**config.mk**
```make
export PLATFORM = sky130hd
export DESIGN_NAME = regfile_wb_arbiter
export DESIGN_NICKNAME = d
export VERILOG_FILES = /design/src/rtl/regfile_wb_arbiter.sv
export SDC_FILE = /design/constraint.sdc
export NUM_CORES = 1
export LEC_CHECK = 0
export BUFFER_PORTS_ARGS = -buffer_cell sky130_fd_sc_hd__buf_2
export CAP_MARGIN = 25
export CORE_ASPECT_RATIO = 2
export CORE_MARGIN = 5
export CORE_UTILIZATION = 51
export CTS_CLUSTER_SIZE = 10
export DETAILED_ROUTE_END_ITERATION = 16
export PLACE_DENSITY = 0.74
export SYNTH_ARGS = -nofsm -noshare
export SYNTH_HDL_FRONTEND = slang
export SYNTH_SLANG_ARGS = --single-unit
```
**constraint.sdc**
```tcl
create_clock -name clk_i -period 3 [get_ports clk_i]
set_input_delay 0.6 -clock clk_i [delete_from_list [all_inputs] [get_ports clk_i]]
set_output_delay 0.6 -clock clk_i [all_outputs]
set_load 0.01 [all_outputs]
```
**src/rtl/regfile_wb_arbiter.sv**
```systemverilog
// regfile_wb_arbiter
//   Shares the single register-file write port between two writeback
//   sources, A (ALU) and B (load unit). Each source pushes {addr,data} into
//   its own FIFO with a valid/ready handshake. At most one FIFO head is
//   popped per cycle, and it becomes a registered write on the wr_* port.
//   Entries addressed to register 0 are popped and dropped, so the port
//   never sees them.
//
// Build option
//   WB_ARB_RR_EN  defined   : round-robin between A and B on ties
//                 undefined : A has priority; after B has lost MAX_WAIT
//                             times in a row, B is forced to win
//
// Ports
//   clk_i                  clock
//   nrst_i                 synchronous reset, active low
//   a_valid_i / a_ready_o  source A handshake; a_addr_i / a_data_i payload
//   b_valid_i / b_ready_o  source B handshake; b_addr_i / b_data_i payload
//   wr_en_o / wr_addr_o / wr_data_o   registered register-file write
//   idle_o                 both FIFOs empty and no write in flight
//
// Grant FSM (fixed-priority build)
//   state   | meaning
//   A_PRI   | A head wins if present, otherwise B head
//   B_FORCE | B head wins unconditionally for one cycle

module regfile_wb_arbiter #(
  parameter int FIFO_DEPTH = 2,
  parameter int MAX_WAIT   = 4,
  parameter int AW         = 5,
  parameter int DW         = 32
) (
  input  logic          clk_i,
  input  logic          nrst_i,
  input  logic          a_valid_i,
  output logic          a_ready_o,
  input  logic [AW-1:0] a_addr_i,
  input  logic [DW-1:0] a_data_i,
  input  logic          b_valid_i,
  output logic          b_ready_o,
  input  logic [AW-1:0] b_addr_i,
  input  logic [DW-1:0] b_data_i,
  output logic          wr_en_o,
  output logic [AW-1:0] wr_addr_o,
  output logic [DW-1:0] wr_data_o,
  output logic          idle_o
);

  localparam int IW = $clog2(FIFO_DEPTH);
  localparam int PW = IW + 1;

  // ---------------- source FIFOs ----------------
  logic [AW-1:0] a_addr_q [FIFO_DEPTH];
  logic [DW-1:0] a_data_q [FIFO_DEPTH];
  logic [AW-1:0] b_addr_q [FIFO_DEPTH];
  logic [DW-1:0] b_data_q [FIFO_DEPTH];
  logic [PW-1:0] a_wp_q, a_rp_q, b_wp_q, b_rp_q;

  logic a_full, b_full, a_ne, b_ne, a_push, b_push;
  logic grant_a, grant_b;

  // Full when the index bits match but the wrap bits differ.
  assign a_full = (a_wp_q[IW] != a_rp_q[IW]) && (a_wp_q[IW-1:0] == a_rp_q[IW-1:0]);
  assign b_full = (b_wp_q[IW] != b_rp_q[IW]) && (b_wp_q[IW-1:0] == b_rp_q[IW-1:0]);
  assign a_ne   = (a_wp_q != a_rp_q);
  assign b_ne   = (b_wp_q != b_rp_q);

  // Ready looks at full only, so a full FIFO refuses even while draining.
  assign a_ready_o = nrst_i & ~a_full;
  assign b_ready_o = nrst_i & ~b_full;
  assign a_push    = a_valid_i & a_ready_o;
  assign b_push    = b_valid_i & b_ready_o;

  always_ff @(posedge clk_i) begin
    if (a_push) begin
      a_addr_q[a_wp_q[IW-1:0]] <= a_addr_i;
      a_data_q[a_wp_q[IW-1:0]] <= a_data_i;
    end
    if (b_push) begin
      b_addr_q[b_wp_q[IW-1:0]] <= b_addr_i;
      b_data_q[b_wp_q[IW-1:0]] <= b_data_i;
    end
  end

  always_ff @(posedge clk_i) begin
    if (!nrst_i) begin
      a_wp_q <= '0;
      a_rp_q <= '0;
      b_wp_q <= '0;
      b_rp_q <= '0;
    end else begin
      if (a_push)  a_wp_q <= a_wp_q + PW'(1);
      if (grant_a) a_rp_q <= a_rp_q + PW'(1);
      if (b_push)  b_wp_q <= b_wp_q + PW'(1);
      if (grant_b) b_rp_q <= b_rp_q + PW'(1);
    end
  end

  // ---------------- arbitration ----------------
`ifdef WB_ARB_RR_EN
  // last_b_q: B won the most recent tie. Resets to 1 so A takes the first tie.
  logic last_b_q;

  always_ff @(posedge clk_i) begin
    if (!nrst_i)          last_b_q <= 1'b1;
    else if (a_ne && b_ne) last_b_q <= grant_b;
  end

  always_comb begin
    grant_a = a_ne;
    grant_b = b_ne;
    if (a_ne && b_ne) begin
      grant_a = last_b_q;
      grant_b = ~last_b_q;
    end
  end
`else
  localparam int WW = $clog2(MAX_WAIT + 1);

  typedef enum logic {A_PRI = 1'b0, B_FORCE = 1'b1} state_e;
  state_e        state_q, state_d;
  logic [WW-1:0] wait_q, wait_d;

  always_ff @(posedge clk_i) begin
    if (!nrst_i) begin
      state_q <= A_PRI;
      wait_q  <= '0;
    end else begin
      state_q <= state_d;
      wait_q  <= wait_d;
    end
  end

  // Counting the loss being granted now means B is forced on the cycle
  // right after its MAX_WAIT-th loss, never a cycle later.
  always_comb begin
    wait_d  = '0;
    state_d = A_PRI;
    if (state_q == A_PRI) begin
      if (grant_a && b_ne) wait_d = wait_q + WW'(1);
      if (wait_d == WW'(MAX_WAIT)) state_d = B_FORCE;
    end
  end

  always_comb begin
    grant_a = 1'b0;
    grant_b = 1'b0;
    case (state_q)
      A_PRI: begin
        if (a_ne)      grant_a = 1'b1;
        else if (b_ne) grant_b = 1'b1;
      end
      B_FORCE: grant_b = b_ne;
      default: ;
    endcase
  end
`endif

  // ---------------- write port ----------------
  logic          pop, issue;
  logic [AW-1:0] pop_addr;
  logic [DW-1:0] pop_data;
  logic          wr_en_q;
  logic [AW-1:0] wr_addr_q;
  logic [DW-1:0] wr_data_q;

  assign pop      = grant_a | grant_b;
  assign pop_addr = grant_a ? a_addr_q[a_rp_q[IW-1:0]] : b_addr_q[b_rp_q[IW-1:0]];
  assign pop_data = grant_a ? a_data_q[a_rp_q[IW-1:0]] : b_data_q[b_rp_q[IW-1:0]];
  assign issue    = pop && (pop_addr != '0);

  // Address/data hold their last value on non-write cycles.
  always_ff @(posedge clk_i) begin
    if (!nrst_i) begin
      wr_en_q   <= 1'b0;
      wr_addr_q <= '0;
      wr_data_q <= '0;
    end else begin
      wr_en_q <= issue;
      if (issue) begin
        wr_addr_q <= pop_addr;
        wr_data_q <= pop_data;
      end
    end
  end

  assign wr_en_o   = wr_en_q;
  assign wr_addr_o = wr_addr_q;
  assign wr_data_o = wr_data_q;
  assign idle_o    = ~a_ne & ~b_ne & ~wr_en_q;

endmodule

```
# [After elaboration in Yosys (flattened, before gate mapping)]
# Memories as Yosys holds them, arrays and structs flattened. A register that Yosys moved wholly into a read port is not among the register bits.
# Cells that the tools add are included.
[classes] n_addsub=5 n_eq_ne=7 mux=22 bitwise=14 reduce_logical=6
[ops] cell="two-way mux 32 bit" n=1
[ops] cell="two-way mux 1 bit" n=17
[ops] cell="adder 2 x 1 -> 2 bit (second input constant)" n=4
[ops] cell="NOT 1 bit" n=7
[ops] cell="bitwise AND 1 bit" n=6
[ops] cell="two-way mux 3 bit" n=2
[ops] cell="two-way mux 5 bit" n=1
[ops] cell="nonzero test 5 bit" n=1
[ops] cell="logical AND 1 bit" n=4
[ops] cell="inequality test 2 bit" n=2
[ops] cell="adder 3 x 1 -> 3 bit (second input constant)" n=1
[ops] cell="== test 3 bit (second input constant)" n=1
[ops] cell="== test 1 bit" n=2
[ops] cell="inequality test 1 bit" n=2
[ops] cell="one-hot mux 1 bit (2 select lines)" n=1
[ops] cell="OR reduction 2 bit" n=1
[ops] cell="bitwise OR 1 bit" n=1
[word_totals] reg_bits=50 mem_bits_rw=148 inputBits=78 output_inout_bits=41 elab_cells=67 memories=4
[mem_list] memory="a_data_q" depth=2 word_bits=32 read_ports=1 rd_ports_with_merged_regs=1 write_ports=1 line_no="54" text="logic [DW-1:0] a_data_q [FIFO_DEPTH];"
[mem_list] memory="b_data_q" depth=2 word_bits=32 read_ports=1 rd_ports_with_merged_regs=1 write_ports=1 line_no="56" text="logic [DW-1:0] b_data_q [FIFO_DEPTH];"
[mem_list] memory="a_addr_q" depth=2 word_bits=5 read_ports=1 rd_ports_with_merged_regs=1 write_ports=1 line_no="53" text="logic [AW-1:0] a_addr_q [FIFO_DEPTH];"
[mem_list] memory="b_addr_q" depth=2 word_bits=5 read_ports=1 rd_ports_with_merged_regs=1 write_ports=1 line_no="55" text="logic [AW-1:0] b_addr_q [FIFO_DEPTH];"

# [Longest topological paths before layout]
[depth] depth_word=8 depth_mapped=8 depth_no_buf=5

# [Worst setup path after synthesis]
# No wires, ideal clock.
[synth_path] kind="input -> register" start="input port nrst_i" end="memory a_addr_q[0][0], enable pin" setup_ns=0.431 arrival_ns=2.916 required_ns=2.569 setup_slack_ns=-0.347 path_stages=4 path_buffers=1 path_cell_list="clkbuf_1 > a21boi_0 > nand2_1 > nor2_1"
[synth_between] elab_chain_len=4
[synth_rtl] element="start: declaration" line_no="34" text="input logic nrst_i,"
[synth_rtl] element="bitwise AND 1 bit" line_no="69" text="assign a_ready_o = nrst_i & ~a_full;"
[synth_rtl] element="named net a_ready_o" line_no="36" text="output logic a_ready_o,"
[synth_rtl] element="bitwise AND 1 bit" line_no="71" text="assign a_push = a_valid_i & a_ready_o;"
[synth_rtl] element="two-way mux 1 bit" line_no="75" text="if (a_push) begin"
[synth_rtl] element="two-way mux 1 bit (not written as such)" line_no="76" text="a_addr_q[a_wp_q[IW-1:0]] <= a_addr_i;"
[synth_rtl] element="end: declaration" line_no="53"
# The timed path passes the listed nets, and every way through them passes these cells.

# [Final worst setup path]
[layout_path] start="register b_wp_q[0]" end="output port idle_o"
[layout_between] elab_chain_len=4
[layout_rtl] element="start: declaration" line_no="57" text="logic [PW-1:0] a_wp_q, a_rp_q, b_wp_q, b_rp_q;"
[layout_rtl] element="start signal: assignment" line_no="94" text="if (b_push) b_wp_q <= b_wp_q + PW'(1);"
[layout_rtl] element="inequality test 2 bit" line_no="66" text="assign b_ne = (b_wp_q != b_rp_q);"
[layout_rtl] element="NOT 1 bit" line_no="190" text="assign idle_o = ~a_ne & ~b_ne & ~wr_en_q;"
[layout_rtl] element="bitwise AND 1 bit (2 in a row)" line_no="190"
[layout_rtl] element="end: declaration" line_no="46" text="output logic idle_o"
# Every way passes these cells.

==> metrics.cfg <==
[yosys]
syn_avg_cell_area_sq_um=14.0
ys_seq_area_share_pct=70.4
syn_inst=557
ys_types=36
synth_top_area_share_pct=57.0
ys_seq_elements=200
synth_warnings=0
yosysTopAreaCell=edfxtp_1
synth_area_sq_mm=0.00779
synth.net_count=636
synth_area_leaders=edfxtp_1 57%, dfxtp_1 13%, mux2i_1 9.0%

[sta]
finalCritPeriodShare_pct=78.0
slew_violations=0
finalHoldViolCount=0
tns_ns=0
fmax_mhz=428
max_slew_margin_pct=60.8
fin_crit_ns=2.34
rsz0062_at_grt=false
tightest_slew_ns=0.587
finalClockSkew_ns=0.0148
setup_viol=0

[clock_network]
ctsLongestPathBuffers=2
htree_levels=4
worstSkewPairLatency_ns=0.42
cts_tree=done
cts_root_buf=clkbuf_16
cts.sinks=200
cts-resized-gates=0
hold_buffers=0
cts_buffers=17
post-cts-setup-buffer-count=0
clkTransAtPathRegs_ns=0.07

[route]
routedWlPerCell_um=17.9
routed_via_density=5.37
ant_nets=0
drt_iter0_drc=266
firstDrtPassIters=4
vias=4734
drcViolationCount=0
wirelength_mm=15.8

[critical_path]
rrSetupSlack_ns=0.73
worstPathArrival_ns=1.74
crit_type=flop to primary output
path_max_fanout=11
worstSetupEndpointType=primary output
slowest_delay_ns=0.44
crit_chain=xnor2_1 > nand2_1 > nor3_1 > buf_2
worstPathRequired_ns=2.40
cp_slowest_cell=dfxtp_1
worstSetupStartpointType=flop

[hold_path]
hold_class=input pin to flop

[floorplan]
die_w_um=97.4
io_pins=119
start_util_pct=51.5
die_h_um=185
core_area_sq_mm=0.0151
dieArea_sq_mm=0.0180
rows=64

[final_layout]
multiInputGateArea_sq_mm=0.00215
area_growth_pct=18.9
layout-drive-gt1-share_pct=28.9
antennaDiodeCount=0
final_util_pct=61.2
nets=750
nFillCells=1143
final-seq-area_sq_mm=0.00549

[global_route]
grt_pass1_wl_mm=24.7
grt_pass1_vias=4733
grt-ovfl-total=0
antenna_found_initial=1
grt_start_max_net_pins=48
grt.total_usage_pct=17.7

[placement]
io_buffers=118
hpwl_mm=10.6
gp_congestion=0.748

[job]
max-cap-violations=0

[power_and_ir_drop]
power_density_mw_per_mm2=877
p_leak_nw=3.43
max-vdd-ir-drop_mv=0.532

[status]
status=finished, final reports clean

## power by group
part           internal, W  leakage, nW  switching (W)
clock              0.00127        0.294        0.00102
combinational     0.000840         1.35        0.00147
sequential         0.00332         1.79       0.000198
total              0.00543         3.43        0.00269
## cell type report
cell class              count  share of cell area (%)
clock buffers              18                    4.63
flip-flops and latches    200                    59.2
multi-input cells         318                    23.3
inverters                   1                  0.0405
well taps                 198                    2.67
clock inverters            14                    2.03
repair buffers            133                    8.13
## layer usage
metal  up-vias  GRT usage (%)  part of all wire, %
met1      2270           22.5                   41
met4         2           6.27                 0.84
met3        14           4.49                  6.7
li1       2296              -                    -
met5         -              0                0.044
met2       152           29.7                   52
## critical path: cells and delay by family, from the launching register on
family / cells / cell delay (ns)
and+or+nand+nor: 2 / 0.55
DFF: 1 / 0.44
buffers and inverters: 1 / 0.17
xor gates and xnor gates: 1 / 0.16
## cells in the mapped netlist
| library cell | number |
|---|---|
| nor2b_1 | 2 |
| and3_1 | 3 |
| o21ai_2 | 20 |
| buf_6 | 4 |
| ha_1 | 1 |
| and2_1 | 9 |
| inv_1 | 1 |
| buf_4 | 1 |
| a221o_1 | 1 |
| buf_1 | 2 |
| a21oi_1 | 4 |
| nand2_1 | 78 |
| xnor2_1 | 13 |
| a311oi_1 | 1 |
| a21o_1 | 2 |
| nor2_1 | 7 |
| dfxtp_1 | 52 |
| nor3_1 | 2 |
| o21ai_1 | 10 |
| edfxtp_1 | 148 |
| buf_2 | 10 |
| nand4b_1 | 1 |
| o21a_1 | 1 |
| o2bb2ai_1 | 3 |
| mux2_2 | 4 |
| mux2i_1 | 70 |
| nor4b_1 | 2 |
| nand4_1 | 33 |
| nor4_1 | 2 |
| and2_4 | 1 |
| nand3_1 | 37 |
| o21ai_0 | 6 |
| a21boi_0 | 2 |
| o211ai_2 | 1 |
| clkbuf_1 | 21 |
| xor2_1 | 2 |
## cells in the final DEF, fill, tap and decap left out, types with 2 or more instances in the layout
master      instances
edfxtp_1          148
buf_2             118
nand2_1            78
mux2i_1            70
dfxtp_1            50
nand3_1            37
nand4_1            33
o21ai_2            20
clkbuf_16          17
xnor2_1            13
buf_4              11
o21ai_1            10
and2_1              9
o21ai_0             6
nor2_1              5
mux2_2              4
inv_8               4
buf_12              4
a21oi_1             3
o2bb2ai_1           3
clkinv_4            3
xor2_1              2
a21boi_0            2
and3_2              2
nor2_4              2
nor3_1              2
nor4b_1             2
nor4_1              2
nor2b_1             2
dfxtp_2             2
bufinv_16           2
clkinvlp_4          2
clkinv_8            2
## state kept, by name (all words and copies together) (netlist names), named ones only
name / count
b_wp_q: 2
a_addr_q: 10
wait_q: 3
a_wp_q: 2
a_data_q: 64
state_q: 1
wr_addr_o: 5
b_addr_q: 10
wr_en_o: 1
wr_data_o: 32
b_rp_q: 2
b_data_q: 64
a_rp_q: 2
## per-stage QoR
step	power [W]	instances	setup WS [ns]	hold WS, ns	area, sq um
after floorplan	0.00522	557	0.252	0.418	7800
after global placement	0.00583	850	0.674	0.432	8650
after detailed placement	0.00590	850	0.560	0.451	8650
after CTS	0.00820	882	0.629	0.345	9260
after global routing	0.00856	882	0.492	0.342	9260
final	0.00812	882	0.661	0.360	9260
## cell families (layout without fill, tap and decap cells)
| logic type | count (synthesis) | count (layout) | share of synthesized area [%] |
|---|---|---|---|
| DFF | 200 | 200 | 70.4 |
| adders and majority gates | 1 | 1 | 0.161 |
| buffers and inverters | 39 | 166 | 2.47 |
| xor gates and xnor gates | 15 | 15 | 1.69 |
| and+or+nand+nor | 177 | 177 | 11.0 |
| muxes | 74 | 74 | 9.57 |
| AOI/OAI and AO/OA | 51 | 51 | 4.75 |
## final timing paths
kind / startpoint / endpoint / cells past startpoint
worst max-delay path: b_wp_q[0]$_SDFFE_PN0P_ / idle_o / 4
worst min-delay path: b_data_i[8] / b_data_q[0][8]$_DFFE_PP_ / 1
worst max register to register: a_wp_q[0]$_SDFFE_PN0P_ / wr_en_o$_SDFF_PN0_ / 6
worst min register to register: wr_data_o[22]$_SDFFE_PN0P_ / wr_data_o[22]$_SDFFE_PN0P_ / 2
Power figures use the tool's default switching activity.
